==> config.mk <==
export PLATFORM = sky130hd
export DESIGN_NAME = fp_mul_seq
export DESIGN_NICKNAME = d
export VERILOG_FILES = /design/src/rtl/fp_mul_seq.sv
export SDC_FILE = /design/constraint.sdc
export NUM_CORES = 1
export LEC_CHECK = 0
export CORE_AREA = 2 2 157 159
export CTS_CLUSTER_DIAMETER = 50
export CTS_CLUSTER_SIZE = 10
export DETAILED_ROUTE_END_ITERATION = 16
export DIE_AREA = 0 0 159 161
export PLACE_DENSITY_LB_ADDON = 0.25
export SYNTH_ARGS = -nofsm -noshare
export SYNTH_HDL_FRONTEND = slang
export SYNTH_SLANG_ARGS = --single-unit
export TNS_END_PERCENT = 10
==> constraint.sdc <==
create_clock -name clk -period 7.41 [get_ports clk]
set_input_delay 1.1115 -clock clk [delete_from_list [all_inputs] [get_ports clk]]
set_output_delay 1.1115 -clock clk [all_outputs]
set_load 0.05 [all_outputs]
==> src/rtl/fp_mul_seq.sv <==
// Multi-cycle IEEE-754 single-precision multiplier: shift-add mantissa product,
// round-to-nearest-even, flush-to-zero on subnormal inputs and outputs.
module fp_mul_seq #(
   parameter int unsigned RADIX_BITS = 1
) (
   input  logic        clk,
   input  logic        rst_n,
   input  logic        start,
   input  logic [31:0] a,
   input  logic [31:0] b,
   output logic        busy,
   output logic        done,
   output logic [31:0] c
);

   localparam int unsigned ITERS = 24 / RADIX_BITS;
   localparam int unsigned CNT_W = $clog2(ITERS);
   localparam int unsigned PW    = 48;

   typedef enum logic [1:0] {S_IDLE, S_MUL, S_NORM} state_e;

   state_e              state_q, state_d;
   logic [PW-1:0]       mcand_q, mcand_d;
   logic [23:0]         mplier_q, mplier_d;
   logic [PW-1:0]       prod_q, prod_d;
   logic [CNT_W-1:0]    cnt_q, cnt_d;
   logic signed [9:0]   exp_q, exp_d;
   logic                sign_q, sign_d;
   logic                nan_q, nan_d;
   logic                inf_q, inf_d;
   logic                zero_q, zero_d;
   logic                busy_q, busy_d;
   logic                done_q, done_d;
   logic [31:0]         c_q, c_d;

   // operand decode
   logic [7:0]  ea, eb;
   logic [23:0] ma, mb;
   logic        nan_a, nan_b, inf_a, inf_b, zero_a, zero_b;

   // iteration and normalisation intermediates
   logic [PW-1:0]     partial;
   logic [22:0]       mant, mant_r;
   logic              guard, sticky, inc;
   logic [23:0]       rnd;
   logic signed [9:0] e1, e2;
   logic [31:0]       norm_res;

   // Decode operand classes and mantissas with implicit leading one
   always_comb begin
      ea     = a[30:23];
      eb     = b[30:23];
      ma     = (ea != 8'd0) ? {1'b1, a[22:0]} : 24'd0;
      mb     = (eb != 8'd0) ? {1'b1, b[22:0]} : 24'd0;
      nan_a  = (ea == 8'hFF) && (a[22:0] != 23'd0);
      nan_b  = (eb == 8'hFF) && (b[22:0] != 23'd0);
      inf_a  = (ea == 8'hFF) && (a[22:0] == 23'd0);
      inf_b  = (eb == 8'hFF) && (b[22:0] == 23'd0);
      zero_a = (ea == 8'd0);
      zero_b = (eb == 8'd0);
   end

   // One radix digit of the multiplier times the multiplicand
   always_comb begin
      partial = '0;
      for (int i = 0; i < int'(RADIX_BITS); i++) begin
         if (mplier_q[i]) partial = partial + (mcand_q << i);
      end
   end

   // Normalise, round to nearest even, and resolve special results
   always_comb begin
      if (prod_q[47]) begin
         mant   = prod_q[46:24];
         guard  = prod_q[23];
         sticky = |prod_q[22:0];
         e1     = exp_q + 10'sd1;
      end else begin
         mant   = prod_q[45:23];
         guard  = prod_q[22];
         sticky = |prod_q[21:0];
         e1     = exp_q;
      end
      inc = guard & (sticky | mant[0]);
      rnd = {1'b0, mant} + 24'(inc);
      if (rnd[23]) begin
         mant_r = 23'd0;
         e2     = e1 + 10'sd1;
      end else begin
         mant_r = rnd[22:0];
         e2     = e1;
      end
      if (nan_q)                 norm_res = 32'h7FC00000;
      else if (inf_q)            norm_res = {sign_q, 8'hFF, 23'd0};
      else if (zero_q)           norm_res = {sign_q, 31'd0};
      else if (e2 >= 10'sd255)   norm_res = {sign_q, 8'hFF, 23'd0};
      else if (e2 <= 10'sd0)     norm_res = {sign_q, 31'd0};
      else                       norm_res = {sign_q, e2[7:0], mant_r};
   end

   // Next-state and datapath control
   always_comb begin
      state_d  = state_q;
      mcand_d  = mcand_q;
      mplier_d = mplier_q;
      prod_d   = prod_q;
      cnt_d    = cnt_q;
      exp_d    = exp_q;
      sign_d   = sign_q;
      nan_d    = nan_q;
      inf_d    = inf_q;
      zero_d   = zero_q;
      busy_d   = busy_q;
      done_d   = 1'b0;
      c_d      = c_q;
      case (state_q)
         S_IDLE: begin
            if (start) begin
               mcand_d  = {24'd0, ma};
               mplier_d = mb;
               prod_d   = '0;
               cnt_d    = '0;
               exp_d    = $signed({2'b00, ea}) + $signed({2'b00, eb}) - 10'sd127;
               sign_d   = a[31] ^ b[31];
               nan_d    = nan_a | nan_b | (inf_a & zero_b) | (inf_b & zero_a);
               inf_d    = (inf_a | inf_b) & ~(nan_a | nan_b | (inf_a & zero_b) | (inf_b & zero_a));
               zero_d   = zero_a | zero_b;
               busy_d   = 1'b1;
               state_d  = S_MUL;
            end
         end
         S_MUL: begin
            prod_d   = prod_q + partial;
            mcand_d  = mcand_q << RADIX_BITS;
            mplier_d = mplier_q >> RADIX_BITS;
            cnt_d    = cnt_q + CNT_W'(1);
            if (cnt_q == CNT_W'(ITERS - 1)) state_d = S_NORM;
         end
         S_NORM: begin
            c_d     = norm_res;
            done_d  = 1'b1;
            busy_d  = 1'b0;
            state_d = S_IDLE;
         end
         default: state_d = S_IDLE;
      endcase
   end

   // State and datapath registers
   always_ff @(posedge clk or negedge rst_n) begin
      if (!rst_n) begin
         state_q  <= S_IDLE;
         mcand_q  <= '0;
         mplier_q <= '0;
         prod_q   <= '0;
         cnt_q    <= '0;
         exp_q    <= '0;
         sign_q   <= 1'b0;
         nan_q    <= 1'b0;
         inf_q    <= 1'b0;
         zero_q   <= 1'b0;
         busy_q   <= 1'b0;
         done_q   <= 1'b0;
         c_q      <= '0;
      end else begin
         state_q  <= state_d;
         mcand_q  <= mcand_d;
         mplier_q <= mplier_d;
         prod_q   <= prod_d;
         cnt_q    <= cnt_d;
         exp_q    <= exp_d;
         sign_q   <= sign_d;
         nan_q    <= nan_d;
         inf_q    <= inf_d;
         zero_q   <= zero_d;
         busy_q   <= busy_d;
         done_q   <= done_d;
         c_q      <= c_d;
      end
   end

   assign busy = busy_q;
   assign done = done_q;
   assign c    = c_q;

endmodule
==> impl_results.html, run 1 <==
<table>
<tr><th>Metric</th><th>Value</th></tr>
<tr><th colspan="2">Pwr</th></tr>
<tr><td>Part of the total power dissipated in the clock network</td><td>0.176</td></tr>
<tr><td>Switching pwr</td><td>0.00244 W</td></tr>
<tr><td>Pint</td><td>0.00308 W</td></tr>
<tr><td>Overall power</td><td>0.00552 W</td></tr>
<tr><td>Sw frac</td><td>0.443</td></tr>
<tr><td>Pwr dens</td><td>406 mW/mm^2</td></tr>
<tr><td>Maximum VDD drop</td><td>179 uV</td></tr>
<tr><td>Leakage component of the power</td><td>6.18 nW</td></tr>
<tr><td>Share of total power in combinational logic</td><td>0.499</td></tr>
<tr><td>Sequential fraction of design power</td><td>0.325</td></tr>
<tr><th colspan="2">Die</th></tr>
<tr><td>Die boundary height</td><td>161 microns</td></tr>
<tr><td>Number of placed I/O pins</td><td>101</td></tr>
<tr><td>Die Span X</td><td>159 microns</td></tr>
<tr><td>Die ar.</td><td>0.0256 sq mm</td></tr>
<tr><td>Area inside the core boundary</td><td>0.0240 sq mm</td></tr>
<tr><td>Starting density of the core</td><td>0.492</td></tr>
<tr><td>Std-Cell Rows</td><td>57</td></tr>
<tr><th colspan="2">Critical path</th></tr>
<tr><td>Endpoint type of the worst setup path</td><td>register</td></tr>
<tr><td>Element type at the critical path start</td><td>register</td></tr>
<tr><td>Category of the critical setup timing path</td><td>register to register</td></tr>
<tr><td>Max Fanout on Critical Path</td><td>32</td></tr>
<tr><td>Critical Path Slowest Stage Cell</td><td>sky130_fd_sc_hd__dfrtp_2</td></tr>
<tr><td>Cells along the critical path</td><td>buf_4 &gt; mux2i_1 &gt; nor4b_2 &gt; nand4_4 &gt; nor4_2 &gt; o211ai_1 &gt; xor2_1 &gt; o41ai_2 &gt; nor3_2 &gt; nand3b_2 &gt; o31ai_1</td></tr>
<tr><td>Critical path's largest stage delay</td><td>0.65 ns</td></tr>
<tr><td>WP data required</td><td>7.74 ns</td></tr>
<tr><td>CP bufs+invs</td><td>1</td></tr>
<tr><td>Cell family with the largest share of critical-path delay</td><td>simple AND/OR/NAND/NOR gates</td></tr>
<tr><td>Crit path DAT</td><td>4.82 ns</td></tr>
<tr><th colspan="2">CTS</th></tr>
<tr><td>Clock tree buffer depth</td><td>2</td></tr>
<tr><td>Clock latency on the worst-skew pair</td><td>0.44 ns</td></tr>
<tr><td>Quantity of hold-fixing buffers added after cts</td><td>0</td></tr>
<tr><td>H-tree Lvls</td><td>4</td></tr>
<tr><td>Count of clock tree sinks</td><td>175</td></tr>
<tr><td>Clock tree from TritonCTS</td><td>done</td></tr>
<tr><td>Number of gates resized after CTS</td><td>0</td></tr>
<tr><td>Post CTS Setup Buffer Count</td><td>0</td></tr>
<tr><td>CTS root buf</td><td>sky130_fd_sc_hd__clkbuf_16</td></tr>
<tr><td>Num CTS Buffers</td><td>17</td></tr>
<tr><td>Clock transition time at the flip-flop clock pins of the worst setup and hold paths</td><td>0.07 ns</td></tr>
<tr><th colspan="2">Flow run</th></tr>
<tr><td>Maximum Capacitance Violations</td><td>0</td></tr>
<tr><th colspan="2">Logic synthesis</th></tr>
<tr><td>Proportion of netlist area held by the largest area contributor</td><td>0.372</td></tr>
<tr><td>Ranking of synthesized cells by area</td><td>sky130_fd_sc_hd__dfrtp_1 37%, sky130_fd_sc_hd__ha_1 7.0%, sky130_fd_sc_hd__nand2_1 6.0%, sky130_fd_sc_hd__o21ai_0 3.8%, sky130_fd_sc_hd__nand3_1 3.7%</td></tr>
<tr><td>Sequential share of the synthesized area</td><td>0.372</td></tr>
<tr><td>Flip-flop cell with the highest count after synthesis</td><td>sky130_fd_sc_hd__dfrtp_1</td></tr>
<tr><td>Number of distinct library cells after synthesis</td><td>72</td></tr>
<tr><td>Ys Warns</td><td>0</td></tr>
<tr><td>Area leader, netlist</td><td>sky130_fd_sc_hd__dfrtp_1</td></tr>
<tr><td>Gate count of the mapped netlist</td><td>1364</td></tr>
<tr><td>Flops &amp; latches, synth</td><td>175</td></tr>
<tr><td>Share of async-settable or async-resettable flops after synthesis</td><td>1.00</td></tr>
<tr><td>Post-synthesis instance area</td><td>0.0118 sq mm</td></tr>
<tr><td>Number of flops mapped to enable cells by yosys</td><td>0</td></tr>
<tr><td>Post-synth net total</td><td>1499</td></tr>
<tr><td>Synthesized area per cell</td><td>8.64 sq um</td></tr>
<tr><th colspan="2">GRT</th></tr>
<tr><td>Largest net degree at the start of global routing</td><td>101</td></tr>
<tr><td>First-pass GRT wire length</td><td>46900 microns</td></tr>
<tr><td>Number of global-route vias before repair</td><td>9524</td></tr>
<tr><td>Number of antenna violations at the first check in global routing</td><td>0</td></tr>
<tr><td>Remaining Overflow, GRT</td><td>0</td></tr>
<tr><td>Overall fraction of global-route tracks in use</td><td>0.219</td></tr>
<tr><th colspan="2">Layout</th></tr>
<tr><td>Number of cells in the finished layout apart from fillers</td><td>1753</td></tr>
<tr><td>Post-layout nets</td><td>1551</td></tr>
<tr><td>Antenna diode instance count</td><td>0</td></tr>
<tr><td>Fraction of layout cells with a size suffix above 1</td><td>0.0588</td></tr>
<tr><td>Share of the core filled with cells in the final layout</td><td>0.567</td></tr>
<tr><td>Final design instance area without fill</td><td>0.0136 sq mm</td></tr>
<tr><td>Growth of design area from synthesis to finish</td><td>15.4%</td></tr>
<tr><th colspan="2">Detailed routing</th></tr>
<tr><td>Average detailed-routed wire length per instance</td><td>16.0 microns</td></tr>
<tr><td>Average vias per placed instance</td><td>5.79</td></tr>
<tr><td>Residual antenna-violating net count after detailed routing</td><td>0</td></tr>
<tr><td>Via count</td><td>10200</td></tr>
<tr><td>DR pass1 iterations</td><td>7</td></tr>
<tr><td>DRC violation total after the first TritonRoute iteration</td><td>784</td></tr>
<tr><td>Total wire length</td><td>28000 microns</td></tr>
<tr><td>Drc violations</td><td>0</td></tr>
<tr><th colspan="2">Timing</th></tr>
<tr><td>Maximum achievable frequency</td><td>222 MHz</td></tr>
<tr><td>Final setup fails</td><td>0</td></tr>
<tr><td>Post-layout min period</td><td>4.50 ns</td></tr>
<tr><td>Period utilisation layout</td><td>0.607</td></tr>
<tr><td>Unrepaired setup endpoints after global routing</td><td>false</td></tr>
<tr><td>Relative slew slack</td><td>0.291</td></tr>
<tr><td>Clock skew after layout</td><td>0.0131 ns</td></tr>
<tr><td>Final count of pins violating max slew</td><td>0</td></tr>
<tr><td>Hold violation total from the final report</td><td>0</td></tr>
<tr><td>Post-route setup TNS</td><td>0 ns</td></tr>
<tr><td>Worst Tran Pin Value</td><td>1.04 ns</td></tr>
<tr><th colspan="2">Hold path</th></tr>
<tr><td>Class of the most critical hold timing path</td><td>register to register</td></tr>
<tr><th colspan="2">Placement</th></tr>
<tr><td>Final estimated routing congestion in global placement</td><td>0.905</td></tr>
<tr><td>Total instance count after detailed placement</td><td>1721</td></tr>
<tr><td>Cell area after placement</td><td>0.0130 sq mm</td></tr>
<tr><td>Count of port buffers added during placement</td><td>100</td></tr>
<tr><td>Post-DP HPWL</td><td>20300 microns</td></tr>
<tr><th colspan="2">Run status</th></tr>
<tr><td>Outcome</td><td>completed</td></tr>
</table>
[kinds of logic (layout without fill, tap and decap cells)]
group / count (synthesis) / after routing / share of synthesized area
compound gates: 355 / 355 / 0.208
xor+xnor: 90 / 90 / 0.0669
fa+ha+maj: 68 / 68 / 0.0735
buf+inv: 151 / 216 / 0.0506
flops: 175 / 175 / 0.372
mux: 19 / 19 / 0.0165
simple gates: 506 / 506 / 0.213
[synth_stat cells (all sizes together), types with 6 or more instances]
cell / count
nor2: 61
xor2: 42
clkbuf: 65
nand2b: 11
o31ai: 8
a21o: 36
o22a: 6
nor3: 15
nor4: 19
a21oi: 72
nand2: 187
nand4: 22
mux2i: 16
xnor2: 48
o21ai: 109
and2: 57
and3: 13
nand3b: 8
a21boi: 8
or3: 6
nand3: 86
buf: 12
ha: 66
inv: 73
a222oi: 42
dfrtp: 175
o21a: 11
a31oi: 14
o211ai: 8
[worst paths after layout]
kind / slack [ns] / cells past startpoint / end / start
max: 2.91 / 11 / c[8] / prod_q[47]
min: 0.48 / 2 / c[5] / c[5]
max reg2reg: 2.91 / 11 / c[8] / prod_q[47]
min reg2reg: 0.48 / 2 / c[5] / c[5]
max in group asynchronous: 5.06 / 2 / prod_q[20] / rst_n
min in group asynchronous: 0.75 / 1 / done / rst_n
[metal layers]
layer  part of all wire  track usage  up-vias  wire length, microns
li1                   -            -     5035                     -
met1               0.48        0.310     4835                 13500
met2               0.46        0.359      256                 13000
met3              0.045       0.0342       24                  1270
met4              0.010       0.0483        0                   293
met5                  0            0        -                     0
[final cells by class]
cell class,instances,area (sq um)
fill,2250,10400
multi-input combinational,1038,6830
sequential,175,4380
timing repair buffer,110,1080
clock buffer,17,425
tap,324,405
inverter,74,278
clock inverter,15,205
[registers in the layout, summed over array words and instances (netlist names), 2 cells and up]
signal    flops
cnt_q         5
mplier_q     24
exp_q        10
prod_q       48
state_q       2
c            32
mcand_q      48
[power by group through the flow]
stage	sequential (W)	clock, W	combinational, W
floorplan	0.00168	0	0.00215
global placement	0.00179	0	0.00268
detailed placement	0.00180	0	0.00274
CTS	0.00178	0.000988	0.00275
global route	0.00185	0.00103	0.00310
finish	0.00179	0.000971	0.00275
[placed cells by master (no fill, tap or decap), drive strengths merged, types with 7 or more instances in the layout]
cell / netlist / layout
a21boi: 8 / 8
a21o: 36 / 36
a21oi: 72 / 72
a222oi: 42 / 42
a31oi: 14 / 14
and2: 57 / 57
and3: 13 / 13
buf: 12 / 11
clkbuf: 65 / 17
clkdlybuf4s50: 0 / 99
clkinv: 1 / 7
dfrtp: 175 / 175
ha: 66 / 66
inv: 73 / 78
mux2i: 16 / 16
nand2: 187 / 187
nand2b: 11 / 11
nand3: 86 / 86
nand3b: 8 / 8
nand4: 22 / 22
nor2: 61 / 61
nor3: 15 / 15
nor4: 19 / 19
o211ai: 8 / 8
o21a: 11 / 11
o21ai: 109 / 109
o31ai: 8 / 8
xnor2: 48 / 48
xor2: 42 / 42
[worst reg2reg max path, stage by stage (launching register included)]
cell,delay (ns)
sky130_fd_sc_hd__dfrtp_2,0.65
sky130_fd_sc_hd__buf_4,0.42
sky130_fd_sc_hd__mux2i_1,0.19
sky130_fd_sc_hd__nor4b_2,0.51
sky130_fd_sc_hd__nand4_4,0.27
sky130_fd_sc_hd__nor4_2,0.32
sky130_fd_sc_hd__o211ai_1,0.14
sky130_fd_sc_hd__xor2_1,0.44
sky130_fd_sc_hd__o41ai_2,0.20
sky130_fd_sc_hd__nor3_2,0.29
sky130_fd_sc_hd__nand3b_2,0.54
sky130_fd_sc_hd__o31ai_1,0.44
[metrics by stage]
stage | hold WS, ns | setup WS (ns)
2_1_floorplan | 0.430 | 3.20
3_3_place_gp | 0.453 | 3.18
3_5_place_dp | 0.465 | 2.91
4_1_cts | 0.481 | 2.89
5_1_grt | 0.504 | 2.58
6_report | 0.476 | 2.91
No activity file was read; power rests on OpenSTA's default activity.
==> run 2: changes to the inputs <==
==> constraint.sdc (replaced) <==
create_clock -name clk -period 4.1 [get_ports clk]
set_input_delay 0.615 -clock clk [delete_from_list [all_inputs] [get_ports clk]]
set_output_delay 0.615 -clock clk [all_outputs]
set_load 0.05 [all_outputs]
==> run 2 against run 1 <==
  * Cell count increased by 1.1%
  * First-iteration DRC count decreased by 4.6%
  * Flip-flop and latch count unchanged
  * Global-route usage increased by 0.11 points
  * Sequential share of layout area decreased by 0.37 points
  * Die area unchanged
  * Sequential power increased by 77%
  * Fmax increased by 20%
  * Non-clock buffer count increased by 19
  * Combinational power increased by 88%
  * Worst hold slack got worse by 0.24 ns
  * Via count increased by 0.75%
  * Critical endpoint unchanged
  * Largest cell class unchanged
==> impl_results.html, run 2 (synthesis results as in run 1) <==
<table>
<tr><th>Metric</th><th>Value</th></tr>
<tr><th colspan="2">CTS</th></tr>
<tr><td>Clock tree from TritonCTS</td><td>done (unchanged)</td></tr>
<tr><td>CTS root buf</td><td>sky130_fd_sc_hd__clkbuf_16 (unchanged)</td></tr>
<tr><td>Clock tree buffer depth</td><td>2 (unchanged)</td></tr>
<tr><td>Post CTS Setup Buffer Count</td><td>0 (unchanged)</td></tr>
<tr><td>Clock latency on the worst-skew pair</td><td>0.43 ns (was 0.44 ns)</td></tr>
<tr><td>Clock transition time at the flip-flop clock pins of the worst setup and hold paths</td><td>0.07 ns (about the same)</td></tr>
<tr><td>H-tree Lvls</td><td>4 (unchanged)</td></tr>
<tr><td>Count of clock tree sinks</td><td>175 (unchanged)</td></tr>
<tr><td>Num CTS Buffers</td><td>17 (unchanged)</td></tr>
<tr><th colspan="2">Critical path</th></tr>
<tr><td>CP bufs+invs</td><td>3 (was 1)</td></tr>
<tr><td>Critical Path Slowest Stage Cell</td><td>sky130_fd_sc_hd__dfrtp_2 (unchanged)</td></tr>
<tr><td>Cell family with the largest share of critical-path delay</td><td>compound AO/OA/AOI/OAI gates (was simple AND/OR/NAND/NOR gates)</td></tr>
<tr><td>Cells along the critical path</td><td>buf_4 &gt; buf_4 &gt; nand4_1 &gt; o21a_1 &gt; o21ai_0 &gt; nor4_2 &gt; o211ai_1 &gt; xor2_1 &gt; o41ai_2 &gt; nor3_2 &gt; nand3b_2 &gt; buf_12 &gt; o31ai_1 (was buf_4 &gt; mux2i_1 &gt; nor4b_2 &gt; nand4_4 &gt; nor4_2 &gt; o211ai_1 &gt; xor2_1 &gt; o41ai_2 &gt; nor3_2 &gt; nand3b_2 &gt; o31ai_1)</td></tr>
<tr><td>Endpoint type of the worst setup path</td><td>register (unchanged)</td></tr>
<tr><td>Element type at the critical path start</td><td>register (unchanged)</td></tr>
<tr><td>WP data required</td><td>4.44 ns (was 7.74 ns)</td></tr>
<tr><td>Category of the critical setup timing path</td><td>register to register (unchanged)</td></tr>
<tr><td>Crit path DAT</td><td>4.07 ns (was 4.82 ns)</td></tr>
<tr><td>Max Fanout on Critical Path</td><td>21 (was 32)</td></tr>
<tr><td>Critical path's largest stage delay</td><td>0.59 ns (was 0.65 ns)</td></tr>
<tr><td>Cell with the most instances on the worst path</td><td>sky130_fd_sc_hd__buf_4</td></tr>
<tr><th colspan="2">Timing</th></tr>
<tr><td>Clock skew after layout</td><td>0.0120 ns (was 0.0131 ns)</td></tr>
<tr><td>Worst hold slack</td><td>0.233 ns (was 0.476 ns)</td></tr>
<tr><td>Hold violation total from the final report</td><td>0 (unchanged)</td></tr>
<tr><td>Relative slew slack</td><td>0.396 (was 0.291)</td></tr>
<tr><td>Unrepaired setup endpoints after global routing</td><td>false (unchanged)</td></tr>
<tr><td>Maximum achievable frequency</td><td>268 MHz (was 222 MHz)</td></tr>
<tr><td>Post-layout min period</td><td>3.74 ns (was 4.50 ns)</td></tr>
<tr><td>Post-route setup TNS</td><td>0 ns (unchanged)</td></tr>
<tr><td>Final count of pins violating max slew</td><td>0 (unchanged)</td></tr>
<tr><td>Final Worst Setup Slack</td><td>0.362 ns (was 2.91 ns)</td></tr>
<tr><td>Period utilisation layout</td><td>0.912 (was 0.607)</td></tr>
<tr><td>Final setup fails</td><td>0 (unchanged)</td></tr>
<tr><td>Worst Tran Pin Value</td><td>0.907 ns (was 1.04 ns)</td></tr>
<tr><th colspan="2">Pwr</th></tr>
<tr><td>Part of the total power dissipated in the clock network</td><td>0.165 (was 0.176)</td></tr>
<tr><td>Maximum VDD drop</td><td>320 uV (was 179 uV)</td></tr>
<tr><td>Share of total power in combinational logic</td><td>0.518 (was 0.499)</td></tr>
<tr><td>Pwr dens</td><td>725 mW/mm^2 (was 406 mW/mm^2)</td></tr>
<tr><td>Sequential fraction of design power</td><td>0.317 (was 0.325)</td></tr>
<tr><td>Pint</td><td>0.00553 W (was 0.00308 W)</td></tr>
<tr><td>Sw frac</td><td>0.445 (was 0.443)</td></tr>
<tr><td>Leakage component of the power</td><td>6.26 nW (was 6.18 nW)</td></tr>
<tr><td>Switching pwr</td><td>0.00444 W (was 0.00244 W)</td></tr>
<tr><th colspan="2">GRT</th></tr>
<tr><td>Remaining Overflow, GRT</td><td>0 (unchanged)</td></tr>
<tr><td>Number of global-route vias before repair</td><td>9600 (was 9524)</td></tr>
<tr><td>Largest net degree at the start of global routing</td><td>98 (was 101)</td></tr>
<tr><td>First-pass GRT wire length</td><td>47300 microns (was 46900 microns)</td></tr>
<tr><td>Overall fraction of global-route tracks in use</td><td>0.221 (was 0.219)</td></tr>
<tr><td>Number of antenna violations at the first check in global routing</td><td>0 (unchanged)</td></tr>
<tr><th colspan="2">Layout</th></tr>
<tr><td>Most frequent cells in the layout</td><td>187 x sky130_fd_sc_hd__nand2_1, 174 x sky130_fd_sc_hd__dfrtp_1, 99 x sky130_fd_sc_hd__clkdlybuf4s50_1, 89 x sky130_fd_sc_hd__o21ai_0, 86 x sky130_fd_sc_hd__nand3_1 (unchanged)</td></tr>
<tr><td>Most common cell after layout, fill and taps aside</td><td>sky130_fd_sc_hd__nand2_1 (unchanged)</td></tr>
<tr><td>Post-layout nets</td><td>1570 (was 1551)</td></tr>
<tr><td>Antenna diode instance count</td><td>0 (unchanged)</td></tr>
<tr><td>Growth of design area from synthesis to finish</td><td>16.8% (was 15.4%)</td></tr>
<tr><td>Fraction of layout cells with a size suffix above 1</td><td>0.0732 (was 0.0588)</td></tr>
<tr><th colspan="2">Placement</th></tr>
<tr><td>Count of port buffers added during placement</td><td>100 (unchanged)</td></tr>
<tr><td>Post-DP HPWL</td><td>21000 microns (was 20300 microns)</td></tr>
<tr><td>Worst slack after detailed placement</td><td>0.333 ns (was 2.91 ns)</td></tr>
<tr><td>Final estimated routing congestion in global placement</td><td>0.917 (was 0.905)</td></tr>
<tr><th colspan="2">Detailed routing</th></tr>
<tr><td>Total wire length</td><td>28300 microns (was 28000 microns)</td></tr>
<tr><td>Via count</td><td>10200 (about the same)</td></tr>
<tr><td>Average detailed-routed wire length per instance</td><td>16.0 microns (about the same)</td></tr>
<tr><td>Residual antenna-violating net count after detailed routing</td><td>0 (unchanged)</td></tr>
<tr><td>Average vias per placed instance</td><td>5.77 (was 5.79)</td></tr>
<tr><td>DRC violation total after the first TritonRoute iteration</td><td>748 (was 784)</td></tr>
<tr><td>Drc violations</td><td>0 (unchanged)</td></tr>
<tr><td>DR pass1 iterations</td><td>8 (was 7)</td></tr>
<tr><th colspan="2">Die</th></tr>
<tr><td>Die Span X</td><td>159 microns (unchanged)</td></tr>
<tr><td>Std-Cell Rows</td><td>57 (unchanged)</td></tr>
<tr><td>Die ar.</td><td>0.0256 sq mm (unchanged)</td></tr>
<tr><td>Area inside the core boundary</td><td>0.0240 sq mm (unchanged)</td></tr>
<tr><td>Starting density of the core</td><td>0.492 (unchanged)</td></tr>
<tr><td>Number of placed I/O pins</td><td>101 (unchanged)</td></tr>
<tr><td>Die boundary height</td><td>161 microns (unchanged)</td></tr>
<tr><th colspan="2">Hold path</th></tr>
<tr><td>Class of the most critical hold timing path</td><td>primary input to asynchronous set/reset pin (was register to register)</td></tr>
<tr><th colspan="2">Flow run</th></tr>
<tr><td>Maximum Capacitance Violations</td><td>0 (unchanged)</td></tr>
<tr><th colspan="2">Run status</th></tr>
<tr><td>Outcome</td><td>completed (unchanged)</td></tr>
</table>
## run 2: changes by cell type in the layout (fill, tap and decap cells not counted), moves of 2 or more
cell	delta
sky130_fd_sc_hd__bufinv_16	-2
sky130_fd_sc_hd__clkbuf_1	+2
sky130_fd_sc_hd__buf_12	+2
sky130_fd_sc_hd__clkinvlp_4	+3
sky130_fd_sc_hd__buf_4	+17
sky130_fd_sc_hd__clkbuf_8	+2
sky130_fd_sc_hd__inv_6	-3
sky130_fd_sc_hd__clkinv_2	-2
## run 2: area by class of cell
| cell class | instances | area, sq um |
|---|---|---|
| Clock buffer | 21 | 460 |
| Clock inverter | 11 | 131 |
| Fill cell | 2240 | 10200 |
| Inverter | 74 | 278 |
| Multi-Input combinational cell | 1038 | 6860 |
| Sequential cell | 175 | 4380 |
| Tap cell | 324 | 405 |
| Timing Repair Buffer | 129 | 1240 |
## run 2: per-layer routing
metal	track usage	up-vias	wire length [microns]
li1	-	5063	-
met1	0.311	4922	13600
met2	0.363	214	13200
met3	0.0295	27	1100
met4	0.0537	0	347
met5	0	-	0
## run 2: path summary, 6_finish.rpt
path                                    to  startpoint  slack (ns)  cells after the start
worst max-delay path                  c[8]  prod_q[47]        0.36                     13
min in group clk                     c[31]       c[31]        0.47                      2
worst max register to register        c[8]  prod_q[47]        0.36                     13
max in group asynchronous       prod_q[19]       rst_n        2.94                      2
worst min register to register       c[31]       c[31]        0.47                      2
worst min-delay path                  done       rst_n        0.23                      1
## run 2: repair_timing
action                     CTS  global route
setup endpoints to repair    0             6
resized for setup            0             5
hold buffers                 0             0
## run 2: worst register-to-register path: cells and delay by family, from the launching register on
family                    cells  cell delay [ns]
AOI/OAI and AO/OA             5             1.30
xor gates and xnor gates      1             0.42
buffers and inverters         3             0.62
DFF                           1             0.59
and+or+nand+nor               4             0.73
## run 2: power groups by stage
stage | Clock [W] | Combinational, W | Sequential (W)
finish | 0.00164 | 0.00517 | 0.00316
global placement | 0 | 0.00500 | 0.00315
detailed placement | 0 | 0.00512 | 0.00317
floorplan | 0 | 0.00390 | 0.00304
global route | 0.00175 | 0.00581 | 0.00325
CTS | 0.00167 | 0.00515 | 0.00314
## run 2: metrics by stage
stage / std cells / utilization / power, W / cell area, sq um
final: 1772 / 0.574 / 0.00998 / 13800
after global routing: 1772 / 0.574 / 0.0108 / 13800
after CTS: 1772 / 0.573 / 0.00996 / 13700
after detailed placement: 1740 / 0.548 / 0.00828 / 13100
after global placement: 1740 / 0.548 / 0.00815 / 13100
after floorplan: 1364 / - / 0.00694 / 11800
==> run 3: changes to the inputs <==
==> constraint.sdc (replaced) <==
create_clock -name clk -period 3.2 [get_ports clk]
set_input_delay 0.48 -clock clk [delete_from_list [all_inputs] [get_ports clk]]
set_output_delay 0.48 -clock clk [all_outputs]
set_load 0.05 [all_outputs]
==> run 3 against run 2 <==
  * The flow now finishes with violations (setup timing)
  * Combinational power increased by 84%
  * Count of clock-buffer cells in the layout is 4 lower
  * Total power rose by 56%
  * Highest routed layer unchanged
==> impl_results.html, run 3 (synthesis results as in run 1) <==
<table>
<tr><th>Metric</th><th>Value</th></tr>
<tr><th colspan="2">Die</th></tr>
<tr><td>Starting density of the core</td><td>0.492 (unchanged)</td></tr>
<tr><td>Number of placed I/O pins</td><td>101 (unchanged)</td></tr>
<tr><td>Die boundary height</td><td>161 microns (unchanged)</td></tr>
<tr><td>Std-Cell Rows</td><td>57 (unchanged)</td></tr>
<tr><td>Die ar.</td><td>0.0256 sq mm (unchanged)</td></tr>
<tr><td>Area inside the core boundary</td><td>0.0240 sq mm (unchanged)</td></tr>
<tr><td>Die Span X</td><td>159 microns (unchanged)</td></tr>
<tr><th colspan="2">Critical path</th></tr>
<tr><td>Element type at the critical path start</td><td>register (unchanged)</td></tr>
<tr><td>Category of the critical setup timing path</td><td>register to register (unchanged)</td></tr>
<tr><td>Launch point of the critical path</td><td>mplier_q[0] (was prod_q[47])</td></tr>
<tr><td>WP data required</td><td>3.51 ns (was 4.44 ns)</td></tr>
<tr><td>Endpoint type of the worst setup path</td><td>register (unchanged)</td></tr>
<tr><td>Critical register-to-register path startpoint</td><td>mplier_q[0] (was prod_q[47])</td></tr>
<tr><td>Endpoint of the worst setup timing path</td><td>prod_q[47] (was c[8])</td></tr>
<tr><td>Crit path DAT</td><td>3.66 ns (was 4.07 ns)</td></tr>
<tr><td>Reg2reg path depth</td><td>14 (was 13)</td></tr>
<tr><td>Max Fanout on Critical Path</td><td>5 (was 21)</td></tr>
<tr><td>Reg2Reg Capture Point</td><td>prod_q[47] (was c[8])</td></tr>
<tr><td>Reg2reg setup slack</td><td>-0.15 ns (was 0.36 ns)</td></tr>
<tr><th colspan="2">Pwr</th></tr>
<tr><td>Maximum VDD drop</td><td>484 uV (was 320 uV)</td></tr>
<tr><td>Leakage component of the power</td><td>7.50 nW (was 6.26 nW)</td></tr>
<tr><td>Overall power</td><td>0.0155 W (was 0.00998 W)</td></tr>
<tr><td>Pwr dens</td><td>967 mW/mm^2 (was 725 mW/mm^2)</td></tr>
<tr><th colspan="2">Placement</th></tr>
<tr><td>Count of port buffers added during placement</td><td>100 (unchanged)</td></tr>
<tr><td>Total instance count after detailed placement</td><td>1928 (was 1740)</td></tr>
<tr><td>Post-DP HPWL</td><td>23000 microns (was 21000 microns)</td></tr>
<tr><td>Final estimated routing congestion in global placement</td><td>0.916 (was 0.917)</td></tr>
<tr><th colspan="2">Run status</th></tr>
<tr><td>Outcome</td><td>finished with violations (was completed)</td></tr>
<tr><td>Violated checks</td><td>setup timing</td></tr>
<tr><th colspan="2">Hold path</th></tr>
<tr><td>Class of the most critical hold timing path</td><td>primary input to asynchronous set/reset pin (unchanged)</td></tr>
<tr><th colspan="2">Layout</th></tr>
<tr><td>Antenna diode instance count</td><td>0 (unchanged)</td></tr>
<tr><td>Filler cell count</td><td>1966 (was 2240)</td></tr>
<tr><td>Most frequent cells in the layout</td><td>230 x sky130_fd_sc_hd__buf_4, 184 x sky130_fd_sc_hd__nand2_1, 172 x sky130_fd_sc_hd__dfrtp_1, 99 x sky130_fd_sc_hd__clkdlybuf4s50_1, 84 x sky130_fd_sc_hd__nand3_1 (was 187 x sky130_fd_sc_hd__nand2_1, 174 x sky130_fd_sc_hd__dfrtp_1, 99 x sky130_fd_sc_hd__clkdlybuf4s50_1, 89 x sky130_fd_sc_hd__o21ai_0, 86 x sky130_fd_sc_hd__nand3_1)</td></tr>
<tr><td>Number of cells in the finished layout apart from fillers</td><td>1986 (was 1772)</td></tr>
<tr><td>Most common cell after layout, fill and taps aside</td><td>sky130_fd_sc_hd__buf_4 (was sky130_fd_sc_hd__nand2_1)</td></tr>
<tr><td>Fraction of layout cells with a size suffix above 1</td><td>0.238 (was 0.0732)</td></tr>
<tr><td>Post-layout nets</td><td>1784 (was 1570)</td></tr>
<tr><td>Growth of design area from synthesis to finish</td><td>36.6% (was 16.8%)</td></tr>
<tr><td>Share of the core filled with cells in the final layout</td><td>0.671 (was 0.574)</td></tr>
<tr><th colspan="2">CTS</th></tr>
<tr><td>H-tree Lvls</td><td>4 (unchanged)</td></tr>
<tr><td>Clock transition time at the flip-flop clock pins of the worst setup and hold paths</td><td>0.07 ns (about the same)</td></tr>
<tr><td>Num CTS Buffers</td><td>17 (unchanged)</td></tr>
<tr><td>Count of clock tree sinks</td><td>175 (unchanged)</td></tr>
<tr><td>CTS root buf</td><td>sky130_fd_sc_hd__clkbuf_16 (unchanged)</td></tr>
<tr><td>Clock tree buffer depth</td><td>2 (unchanged)</td></tr>
<tr><td>Clock latency on the worst-skew pair</td><td>0.44 ns (was 0.43 ns)</td></tr>
<tr><td>Clock tree from TritonCTS</td><td>done (unchanged)</td></tr>
<tr><td>Quantity of hold-fixing buffers added after cts</td><td>0 (unchanged)</td></tr>
<tr><th colspan="2">Timing</th></tr>
<tr><td>Relative slew slack</td><td>0.412 (was 0.396)</td></tr>
<tr><td>Post-route setup TNS</td><td>-0.789 ns (was 0 ns)</td></tr>
<tr><td>Maximum achievable frequency</td><td>299 MHz (was 268 MHz)</td></tr>
<tr><td>Final setup fails</td><td>15 (was 0)</td></tr>
<tr><td>Clock skew after layout</td><td>0.0144 ns (was 0.0120 ns)</td></tr>
<tr><td>Hold violation total from the final report</td><td>0 (unchanged)</td></tr>
<tr><td>Final Worst Setup Slack</td><td>-0.145 ns (was 0.362 ns)</td></tr>
<tr><td>Worst Tran Pin Value</td><td>0.881 ns (was 0.907 ns)</td></tr>
<tr><td>Unrepaired setup endpoints after global routing</td><td>true (was false)</td></tr>
<tr><td>Final count of pins violating max slew</td><td>0 (unchanged)</td></tr>
<tr><td>Period utilisation layout</td><td>1.05 (was 0.912)</td></tr>
<tr><td>Post-layout min period</td><td>3.35 ns (was 3.74 ns)</td></tr>
<tr><td>Worst hold slack</td><td>0.0378 ns (was 0.233 ns)</td></tr>
<tr><th colspan="2">Detailed routing</th></tr>
<tr><td>DR pass1 iterations</td><td>6 (was 8)</td></tr>
<tr><td>Drc violations</td><td>0 (unchanged)</td></tr>
<tr><td>DRC violation total after the first TritonRoute iteration</td><td>839 (was 748)</td></tr>
<tr><td>Average detailed-routed wire length per instance</td><td>16.5 microns (was 16.0 microns)</td></tr>
<tr><td>Residual antenna-violating net count after detailed routing</td><td>0 (unchanged)</td></tr>
<tr><td>Average vias per placed instance</td><td>5.67 (was 5.77)</td></tr>
<tr><td>Via count</td><td>11300 (was 10200)</td></tr>
<tr><td>Total wire length</td><td>32700 microns (was 28300 microns)</td></tr>
<tr><th colspan="2">GRT</th></tr>
<tr><td>Largest net degree at the start of global routing</td><td>83 (was 98)</td></tr>
<tr><td>Number of global-route vias before repair</td><td>10900 (was 9600)</td></tr>
<tr><td>Overall fraction of global-route tracks in use</td><td>0.249 (was 0.221)</td></tr>
<tr><td>Remaining Overflow, GRT</td><td>0 (unchanged)</td></tr>
<tr><td>Number of antenna violations at the first check in global routing</td><td>0 (unchanged)</td></tr>
<tr><td>First-pass GRT wire length</td><td>53000 microns (was 47300 microns)</td></tr>
<tr><th colspan="2">Flow run</th></tr>
<tr><td>Maximum Capacitance Violations</td><td>0 (unchanged)</td></tr>
</table>
==> run 3: critical path: stages, from the launching register on <==
cell	delay [ns]
sky130_fd_sc_hd__dfrtp_2	0.45
sky130_fd_sc_hd__buf_6	0.13
sky130_fd_sc_hd__and2_4	0.14
sky130_fd_sc_hd__ha_4	0.26
sky130_fd_sc_hd__a21o_1	0.15
sky130_fd_sc_hd__nand4_1	0.26
sky130_fd_sc_hd__a2111oi_4	0.43
sky130_fd_sc_hd__buf_4	0.19
sky130_fd_sc_hd__o2111ai_4	0.18
sky130_fd_sc_hd__a21oi_4	0.23
sky130_fd_sc_hd__a311oi_4	0.16
sky130_fd_sc_hd__o21ai_2	0.23
sky130_fd_sc_hd__xor2_2	0.19
sky130_fd_sc_hd__buf_4	0.14
sky130_fd_sc_hd__o22ai_2	0.07
==> run 3: cell type report <==
cell class | instances | area, sq um | share of cell area
tap | 324 | 405 | 0.0252
inverter | 74 | 278 | 0.0173
clock inverter | 15 | 175 | 0.0109
sequential | 175 | 4380 | 0.272
timing repair buffer | 343 | 2930 | 0.182
clock buffer | 17 | 425 | 0.0264
multi-input combinational | 1038 | 7480 | 0.465
==> run 3: what timing repair did <==
item | in CTS | in global routing
buffers inserted | 23 | 7
endpoints found under the setup margin | 42 | 50
cloned | 2 | 1
pin swaps | 37 | 42
resized for setup | 77 | 55
==> run 3: per-layer routing <==
layer	wire length [microns]	track usage	part of all wire
met1	14700	0.338	0.45
met4	567	0.0715	0.017
met3	1390	0.0282	0.042
met5	0	0	0
met2	16100	0.422	0.49
==> run 3: worst min-delay path by stage <==
stage          start            to  slack [ns]  cells after the start
5_1_grt        rst_n  mplier_q[14]        0.10                      1
6_report       rst_n  mplier_q[11]        0.04                      1
3_5_place_dp   c[31]         c[31]        0.46                      2
2_1_floorplan  rst_n          busy        0.18                      0
4_1_cts        rst_n  mplier_q[11]        0.09                      1
3_3_place_gp   c[31]         c[31]        0.46                      2
==> run 3: per-stage QoR <==
step,setup slack [ns],instance area (sq um)
3_3_place_gp,-0.419,14600
6_report,-0.145,16100
4_1_cts,-0.0411,15700
3_5_place_dp,-0.470,14600
2_1_floorplan,-0.0676,11900
5_1_grt,-0.248,16100
==> run 3: power breakdown <==
part | internal [W] | total [W] | switching, W | leakage (nW)
combinational | 0.00450 | 0.00949 | 0.00498 | 5.05
clock | 0.00118 | 0.00216 | 0.000984 | 0.299
sequential | 0.00312 | 0.00390 | 0.000781 | 2.15
total | 0.00880 | 0.0155 | 0.00675 | 7.50
